## config.mk

```make
export PLATFORM = sky130hd
export DESIGN_NAME = csr_intc
export DESIGN_NICKNAME = d
export VERILOG_FILES = /design/src/rtl/csr_intc_pkg.sv /design/src/rtl/csr_intc.sv
export SDC_FILE = /design/constraint.sdc
export NUM_CORES = 1
export LEC_CHECK = 0
export ABC_AREA = 1
export BUFFER_PORTS_ARGS = -buffer_cell sky130_fd_sc_hd__buf_2
export CORE_AREA = 2 2 95 97
export DETAILED_ROUTE_END_ITERATION = 7
export DIE_AREA = 0 0 97 99
export PLACE_DENSITY_LB_ADDON = 0.3
export RECOVER_POWER = 100
export SLEW_MARGIN = 10
export SYNTH_ARGS = -nofsm -noshare
export SYNTH_HDL_FRONTEND = slang
export SYNTH_SLANG_ARGS = --single-unit
```

## constraint.sdc

```tcl
create_clock -name clk -period 4.1 [get_ports clk]
set_clock_uncertainty 0.15 [all_clocks]
set_input_delay 0.205 -clock clk [delete_from_list [all_inputs] [get_ports clk]]
set_output_delay 0.205 -clock clk [all_outputs]
set_load 0.05 [all_outputs]
```

## src/rtl/csr_intc_pkg.sv

```systemverilog
// rtl/csr_intc_pkg.sv - CSR addresses, mstatus bit indices, causes and intc state encodings
package csr_intc_pkg;

   localparam logic [11:0] CSR_MSTATUS = 12'h300;
   localparam logic [11:0] CSR_MEPC    = 12'h341;
   localparam logic [11:0] CSR_MCAUSE  = 12'h342;

   localparam int MSTATUS_MIE  = 3;
   localparam int MSTATUS_MPIE = 7;

   localparam logic [31:0] TIMER_IRQ_CAUSE = 32'h8000_0007;

   typedef enum logic [2:0] {
      INTC_IDLE         = 3'd0,
      INTC_W_MEPC       = 3'd1,
      INTC_W_MSTATUS    = 3'd2,
      INTC_W_MCAUSE     = 3'd3,
      INTC_ASSERT       = 3'd4,
      INTC_MRET_MSTATUS = 3'd5,
      INTC_MRET_ASSERT  = 3'd6
   } intc_state_e;

   // Trap entry: MPIE <= MIE, MIE <= 0
   function automatic logic [31:0] trap_mstatus(input logic [31:0] ms);
      logic [31:0] r;
      r               = ms;
      r[MSTATUS_MPIE] = ms[MSTATUS_MIE];
      r[MSTATUS_MIE]  = 1'b0;
      return r;
   endfunction

   // Return: MIE <= MPIE, MPIE <= 1
   function automatic logic [31:0] mret_mstatus(input logic [31:0] ms);
      logic [31:0] r;
      r               = ms;
      r[MSTATUS_MIE]  = ms[MSTATUS_MPIE];
      r[MSTATUS_MPIE] = 1'b1;
      return r;
   endfunction

endpackage

```

## src/rtl/csr_intc.sv

```systemverilog
// rtl/csr_intc.sv - trap/interrupt sequencer driving the CSR file intc write port
// Optional timer interrupt input enabled by CSR_INTC_TIMER_IRQ_EN.
module csr_intc
   import csr_intc_pkg::*;
#(
   parameter logic [31:0] EXT_IRQ_CAUSE = 32'h8000_000B,
   parameter logic [31:0] ECALL_CAUSE   = 32'h0000_000B,
   parameter logic [31:0] EBREAK_CAUSE  = 32'h0000_0003
) (
   input  logic        clk,
   input  logic        rst_n,
   input  logic        irq_i,
`ifdef CSR_INTC_TIMER_IRQ_EN
   input  logic        timer_irq_i,
`endif
   input  logic        ecall_i,
   input  logic        ebreak_i,
   input  logic        mret_i,
   input  logic [31:0] inst_addr_i,
   input  logic        jump_flag_i,
   input  logic [31:0] jump_addr_i,
   input  logic        csr_ex_we_i,
   input  logic [31:0] csr_mtvec_i,
   input  logic [31:0] csr_mepc_i,
   input  logic [31:0] csr_mstatus_i,
   output logic [11:0] csr_intc_addr_o,
   output logic [31:0] csr_intc_data_o,
   output logic        csr_intc_we_o,
   output logic        hold_flag_o,
   output logic        int_assert_o,
   output logic [31:0] int_addr_o
);

   intc_state_e state_q, state_d;
   logic [31:0] cause_q, epc_q;
   logic        take_trap;
   logic [31:0] trap_cause, trap_epc, irq_epc;
   logic        mie;

   assign mie     = csr_mstatus_i[MSTATUS_MIE];
   // An interrupt returns to the EX redirect target if one is in flight
   assign irq_epc = jump_flag_i ? jump_addr_i : inst_addr_i;

   always_ff @(posedge clk or negedge rst_n) begin
      if (!rst_n) begin
         state_q <= INTC_IDLE;
         cause_q <= '0;
         epc_q   <= '0;
      end else begin
         state_q <= state_d;
         if (take_trap) begin
            cause_q <= trap_cause;
            epc_q   <= trap_epc;
         end
      end
   end

   always_comb begin
      state_d         = state_q;
      take_trap       = 1'b0;
      trap_cause      = '0;
      trap_epc        = '0;
      csr_intc_addr_o = '0;
      csr_intc_data_o = '0;
      csr_intc_we_o   = 1'b0;
      hold_flag_o     = 1'b0;
      int_assert_o    = 1'b0;
      int_addr_o      = '0;
      case (state_q)
         INTC_IDLE: begin
            if (ecall_i) begin
               take_trap  = 1'b1;
               trap_cause = ECALL_CAUSE;
               trap_epc   = inst_addr_i;
            end else if (ebreak_i) begin
               take_trap  = 1'b1;
               trap_cause = EBREAK_CAUSE;
               trap_epc   = inst_addr_i;
            end else if (mret_i) begin
               state_d = INTC_MRET_MSTATUS;
            end else if (irq_i && mie) begin
               take_trap  = 1'b1;
               trap_cause = EXT_IRQ_CAUSE;
               trap_epc   = irq_epc;
            end
`ifdef CSR_INTC_TIMER_IRQ_EN
            else if (timer_irq_i && mie) begin
               take_trap  = 1'b1;
               trap_cause = TIMER_IRQ_CAUSE;
               trap_epc   = irq_epc;
            end
`endif
            if (take_trap) state_d = INTC_W_MEPC;
         end
         // Write states hold off while EX owns the CSR write port
         INTC_W_MEPC: begin
            hold_flag_o     = 1'b1;
            csr_intc_addr_o = CSR_MEPC;
            csr_intc_data_o = epc_q;
            csr_intc_we_o   = !csr_ex_we_i;
            if (!csr_ex_we_i) state_d = INTC_W_MSTATUS;
         end
         INTC_W_MSTATUS: begin
            hold_flag_o     = 1'b1;
            csr_intc_addr_o = CSR_MSTATUS;
            csr_intc_data_o = trap_mstatus(csr_mstatus_i);
            csr_intc_we_o   = !csr_ex_we_i;
            if (!csr_ex_we_i) state_d = INTC_W_MCAUSE;
         end
         INTC_W_MCAUSE: begin
            hold_flag_o     = 1'b1;
            csr_intc_addr_o = CSR_MCAUSE;
            csr_intc_data_o = cause_q;
            csr_intc_we_o   = !csr_ex_we_i;
            if (!csr_ex_we_i) state_d = INTC_ASSERT;
         end
         INTC_ASSERT: begin
            hold_flag_o  = 1'b1;
            int_assert_o = 1'b1;
            int_addr_o   = csr_mtvec_i;
            state_d      = INTC_IDLE;
         end
         INTC_MRET_MSTATUS: begin
            hold_flag_o     = 1'b1;
            csr_intc_addr_o = CSR_MSTATUS;
            csr_intc_data_o = mret_mstatus(csr_mstatus_i);
            csr_intc_we_o   = !csr_ex_we_i;
            if (!csr_ex_we_i) state_d = INTC_MRET_ASSERT;
         end
         INTC_MRET_ASSERT: begin
            hold_flag_o  = 1'b1;
            int_assert_o = 1'b1;
            int_addr_o   = csr_mepc_i;
            state_d      = INTC_IDLE;
         end
         default: state_d = INTC_IDLE;
      endcase
   end

endmodule

```

# Word-level counts from Yosys, hierarchy flattened
# Cells that the tools add are included.
totals:
  in_bits: 168
  register_bits: 67
  out_inout_bits: 79
  word_cells: 56
op_classes:
  n_reduce_logical: 8
  n_mux: 32
  n_eq_ne: 13
op_table:
  columns: ["op", "count"]
  rows:
  - ["$mux W32", 11]
  - ["$pmux W32 S4", 1]
  - ["$pmux W32 S2", 1]
  - ["$pmux W10 S3", 1]
  - ["$mux W3", 8]
  - ["$pmux W3 S5", 1]
  - ["$eq A3 B3 Y1 const B", 3]
  - ["$mux W1", 9]
  - ["$ne A3 B2 Y1 const B", 3]
  - ["$ne A2 B2 Y1 const B", 4]
  - ["$reduce_and A7 Y1", 1]
  - ["$eq A3 B2 Y1 const B", 2]
  - ["$reduce_or A6 Y1", 1]
  - ["$reduce_or A2 Y1", 2]
  - ["$reduce_or A4 Y1", 1]
  - ["$eq A3 B1 Y1 const B", 1]
  - ["$logic_not A3 Y1", 1]
  - ["$logic_and A1 B1 Y1", 1]
  - ["$logic_not A1 Y1", 1]

# Depth between registers and ports, before layout
depth:
  ltp_word: 8
  mapped_depth: 9
  depth_no_buf: 8

# Worst setup path before layout
# OpenSTA, ideal clock, no wires.
synth_path:
  path_type: "reg-to-output"
  from: "register state_q[2]"
  to: "output port csr_intc_data_o[7]"
  stages_incl_launch_ff: 5
  required_ns: 3.745
  arrival_ns: 1.805
  setup_slack_ns: 1.940
  n_path_buf: 1
  path_cell_list: "dfrtp_1 buf_6 inv_1 nand3_1 o21ai_0"
synth_via:
  elab_chain_cells: 2
  word_cells_on_any_way: 5
  classes_between: "eq/ne (4); mux (1)"
synth_lines:
  columns: ["item", "line_no", "text"]
  rows:
  - ["start: declaration", "csr_intc.sv:34", "intc_state_e state_q, state_d;"]
  - ["start signal: assignment", "csr_intc.sv:50", "state_q <= state_d;"]
  - ["$eq A3 B3 Y1, or another cell as far along", "csr_intc.sv:69", "case (state_q)"]
  - ["$pmux W32 S4 (*)", "csr_intc.sv:69", null]
  - ["end: declaration", "csr_intc.sv:27", "output logic [31:0] csr_intc_data_o,"]
# Every way passes the cells marked *; elsewhere a longest branch is shown, timed or not.

# Final worst setup path
layout_path:
  from: "register state_q[1]"
  to: "output port csr_intc_data_o[21]"
# Same word-level chain as after synthesis.

==> results by group <==
Status
  • Run status: finished with violations
  • Violated checks: capacitance limit, slew limit

Worst setup path
  • Req. time, crit path: 3.74 ns
  • Max Fanout on Critical Path: 32
  • CP Launch Point: state_q[1]$_DFFE_PN0P_
  • Crit path kind: reg -> out
  • Crit end category: primary output
  • Startpoint types: register
  • Worst EP arrival: 2.92 ns
  • Crit path max-delay cell type: nor2_2
  • Family with the most delay on the worst path: simple AND/OR/NAND/NOR gates
  • Crit path buffers/inverters: 2
  • FF-to-FF Start: state_q[1]$_DFFE_PN0P_
  • Cell Chain, Critical Path: inv_1 > nand2_1 > nor2_2 > nand2_1 > nand2_1 > clkbuf_1
  • CP max stage delay: 1.05 ns
  • Most Frequent Cell on Critical Path: nand2_1

Synth
  • Post-synthesis mux area share: 0
  • Share of the synthesized area in the top cell type: 0.2880
  • Ys flop type: dfrtp_1
  • Mapped Area: 3302 µm²
  • Synth Area in Adders: 0
  • Sequential area share after synthesis: 0.2880
  • Largest cells by area after synthesis: dfrtp_1 29%, nand2_1 28%, inv_1 12%
  • Most frequent cell after synthesis: nand2_1
  • Synth Area in Compound Gates: 0.1232
  • Xor/xnor share of the synthesized area: 0
  • Post-synth top area cell: dfrtp_1
  • Largest family of logic cells by synthesized area: simple AND/OR/NAND/NOR gates
  • Post-synth EDFFs: 0
  • Avg Inst Size Synth: 5.813 µm²
  • Post-synth cell types: 21
  • Async set-reset flop share out of synthesis: 1.000
  • Synth Register Bits: 38
  • Simple-gate area share of the yosys netlist: 0.3786
  • Synth warn: 0
  • Commonest cells post-synth: 249 x nand2_1, 109 x inv_1, 40 x nand3_1, 38 x dfrtp_1, 36 x o21ai_0
  • Synthesized instance count: 568

Floorplanning
  • IO Pins: 247
  • Row count: 34
  • Initial core utilization: 0.3862
  • Die Area: 9603 µm²
  • Core area: 8551 µm²
  • Die Y: 99 µm
  • DIE WIDTH: 97 µm

Detailed routing
  • Wirelength per Cell: 13.30 µm
  • Drt pass-1 iters: 6
  • Mean number of vias per cell: 4.673
  • Initial drt markers: 194
  • DRT Wirelength: 12.17 mm
  • DRC violations left: 0
  • Routed Antenna Nets: 0
  • Via count: 4276

Timing
  • Final number of setup-violating endpoints: 0
  • Setup TNS Final: 0 ns
  • Max-Slew Margin vs Limit: -0.4059
  • Max-slew violation count: 39
  • F_max: 304.9 MHz
  • Final period util: 0.8000
  • Slew @ Worst Pin: 2.109 ns
  • RSZ-0062 raised after global routing: false
  • Final hold viol count: 0
  • Final min period: 3.280 ns

Placed design
  • IO buf count: 239
  • Hpwl dp: 9.300 mm
  • Placed instance area: 4393 µm²
  • Routability Congestion: 0.9978

Global route
  • Largest net degree at the start of global routing: 65
  • Initial antenna violation count: 0
  • First-pass GRT wire length: 19.46 mm
  • Tot GR Track Use: 0.2496
  • Gr ovfl total: 0
  • Vias in the first global route: 4102

Cells and area
  • Flip-flop and latch area: 950.9 µm²
  • Multi-input gate area: 1658 µm²
  • Area Growth Syn to Fin: 39.22%
  • Fill count: 970
  • Finished Cell Area: 4597 µm²
  • Diode count: 0
  • Nets: 975
  • Layout cells sized above 1: 0.2243

CTS
  • Clk buf depth: 2
  • CTS Root Buffer Type: clkbuf_8
  • TritonCTS clock tree: built
  • Worst skew pair latency: 0.29 ns
  • CTS Buf Count: 5
  • Htree depth: 2
  • Worst-path clk slew: 0.08 ns
  • # clock sinks: 38
  • Setup Buffers After CTS: 0

Hold path
  • Min-delay src: inst_addr_i[24]
  • Worst min path class: in -> reg

Pwr
  • Power per Cell Area: 682.8 nW/µm²
  • LEAKAGE: 0.002792 µW
  • Peak VDD IR: 0.0004924 V

Job
  • Max_cap viols: 1
-- worst register-to-register path: stages, from the launching register on --
cell and delay, ns:
dfrtp_1 0.49, inv_1 0.15, nand2_1 0.23, inv_1 0.16, nand2_1 0.85, inv_1 0.12
or2_1 0.25
-- worst paths after layout --
path | to | slack (ns) | depth (start not counted)
worst max-delay path | csr_intc_data_o[21] | 0.82 | 6
worst min-delay path | epc_q[24]$_DFFE_PN0P_ | 0.01 | 3
worst max register to register | cause_q[1]$_DFFE_PN0P_ | 1.60 | 6
worst min register to register | cause_q[1]$_DFFE_PN0P_ | 0.32 | 1
min in group asynchronous | epc_q[17]$_DFFE_PN0P_ | 0.92 | 2
max in group asynchronous | epc_q[28]$_DFFE_PN0P_ | 1.67 | 2
-- metal layers --
metal | vias up | routed length, µm | track usage
met1 | 1899 | 4811 | 0.2762
met3 | 23 | 728 | 0.04255
met2 | 180 | 6278 | 0.4749
met4 | 0 | 349 | 0.09642
li1 | 2174 | - | -
met5 | - | 0 | 0
-- final cells by class --
cell class | count | area share
Tap cell | 108 | 0.02940
Inverter | 112 | 0.09145
Multi-Input combinational cell | 386 | 0.3606
Clock inverter | 2 | 0.002177
Sequential cell | 38 | 0.2069
Clock buffer | 5 | 0.01497
Timing Repair Buffer | 264 | 0.2945
-- per-stage QoR --
| stage | total power [µW] | hold slack [ns] | cells | utilization | setup slack (ns) |
|---|---|---|---|---|---|
| global route | 3374 | 0.01097 | 915 | 0.5376 | 0.5540 |
| finish | 3139 | 0.009876 | 915 | 0.5376 | 0.8201 |
| global placement | 2946 | 0.2142 | 884 | 0.5138 | 1.622 |
| detailed placement | 2982 | 0.2227 | 884 | 0.5138 | 1.485 |
| floorplan | 2518 | -0.2406 | 574 | - | 1.940 |
| CTS | 3262 | 0.0002753 | 915 | 0.5511 | 1.157 |
-- cell families (layout without fill, tap and decap cells) --
logic type | after synthesis | count (layout)
buffers and inverters | 150 | 383
other | 1 | 7
DFF | 38 | 38
and+or+nand+nor | 307 | 307
AOI/OAI and AO/OA | 72 | 72
-- registers in the layout, summed over array words and instances (netlist names) --
signal,flops
cause_q,3
state_q,3
epc_q,32
-- placed cells by master (no fill, tap or decap), types with 7 or more instances in the layout --
cell	n
o21ai_0	36
conb_1	7
nand3_1	39
nand2_1	251
inv_1	111
dlygate4sd3_1	24
o22ai_1	33
clkbuf_1	72
nor2_1	11
dfrtp_1	38
buf_2	167
-- power by group --
| group | internal (µW) | switching (µW) | total [µW] |
|---|---|---|---|
| Clock | 114 | 137 | 251 |
| Combinational | 463 | 1750 | 2220 |
| Sequential | 552 | 118 | 670 |
| Total | 1130 | 2010 | 3140 |
-- repair_timing --
| item | CTS | global route |
|---|---|---|
| hold endpoints to repair | 61 | 0 |
| hold buffers | 24 | 0 |
| gates resized for setup | 0 | 0 |
No activity file was read; power rests on OpenSTA's default activity.
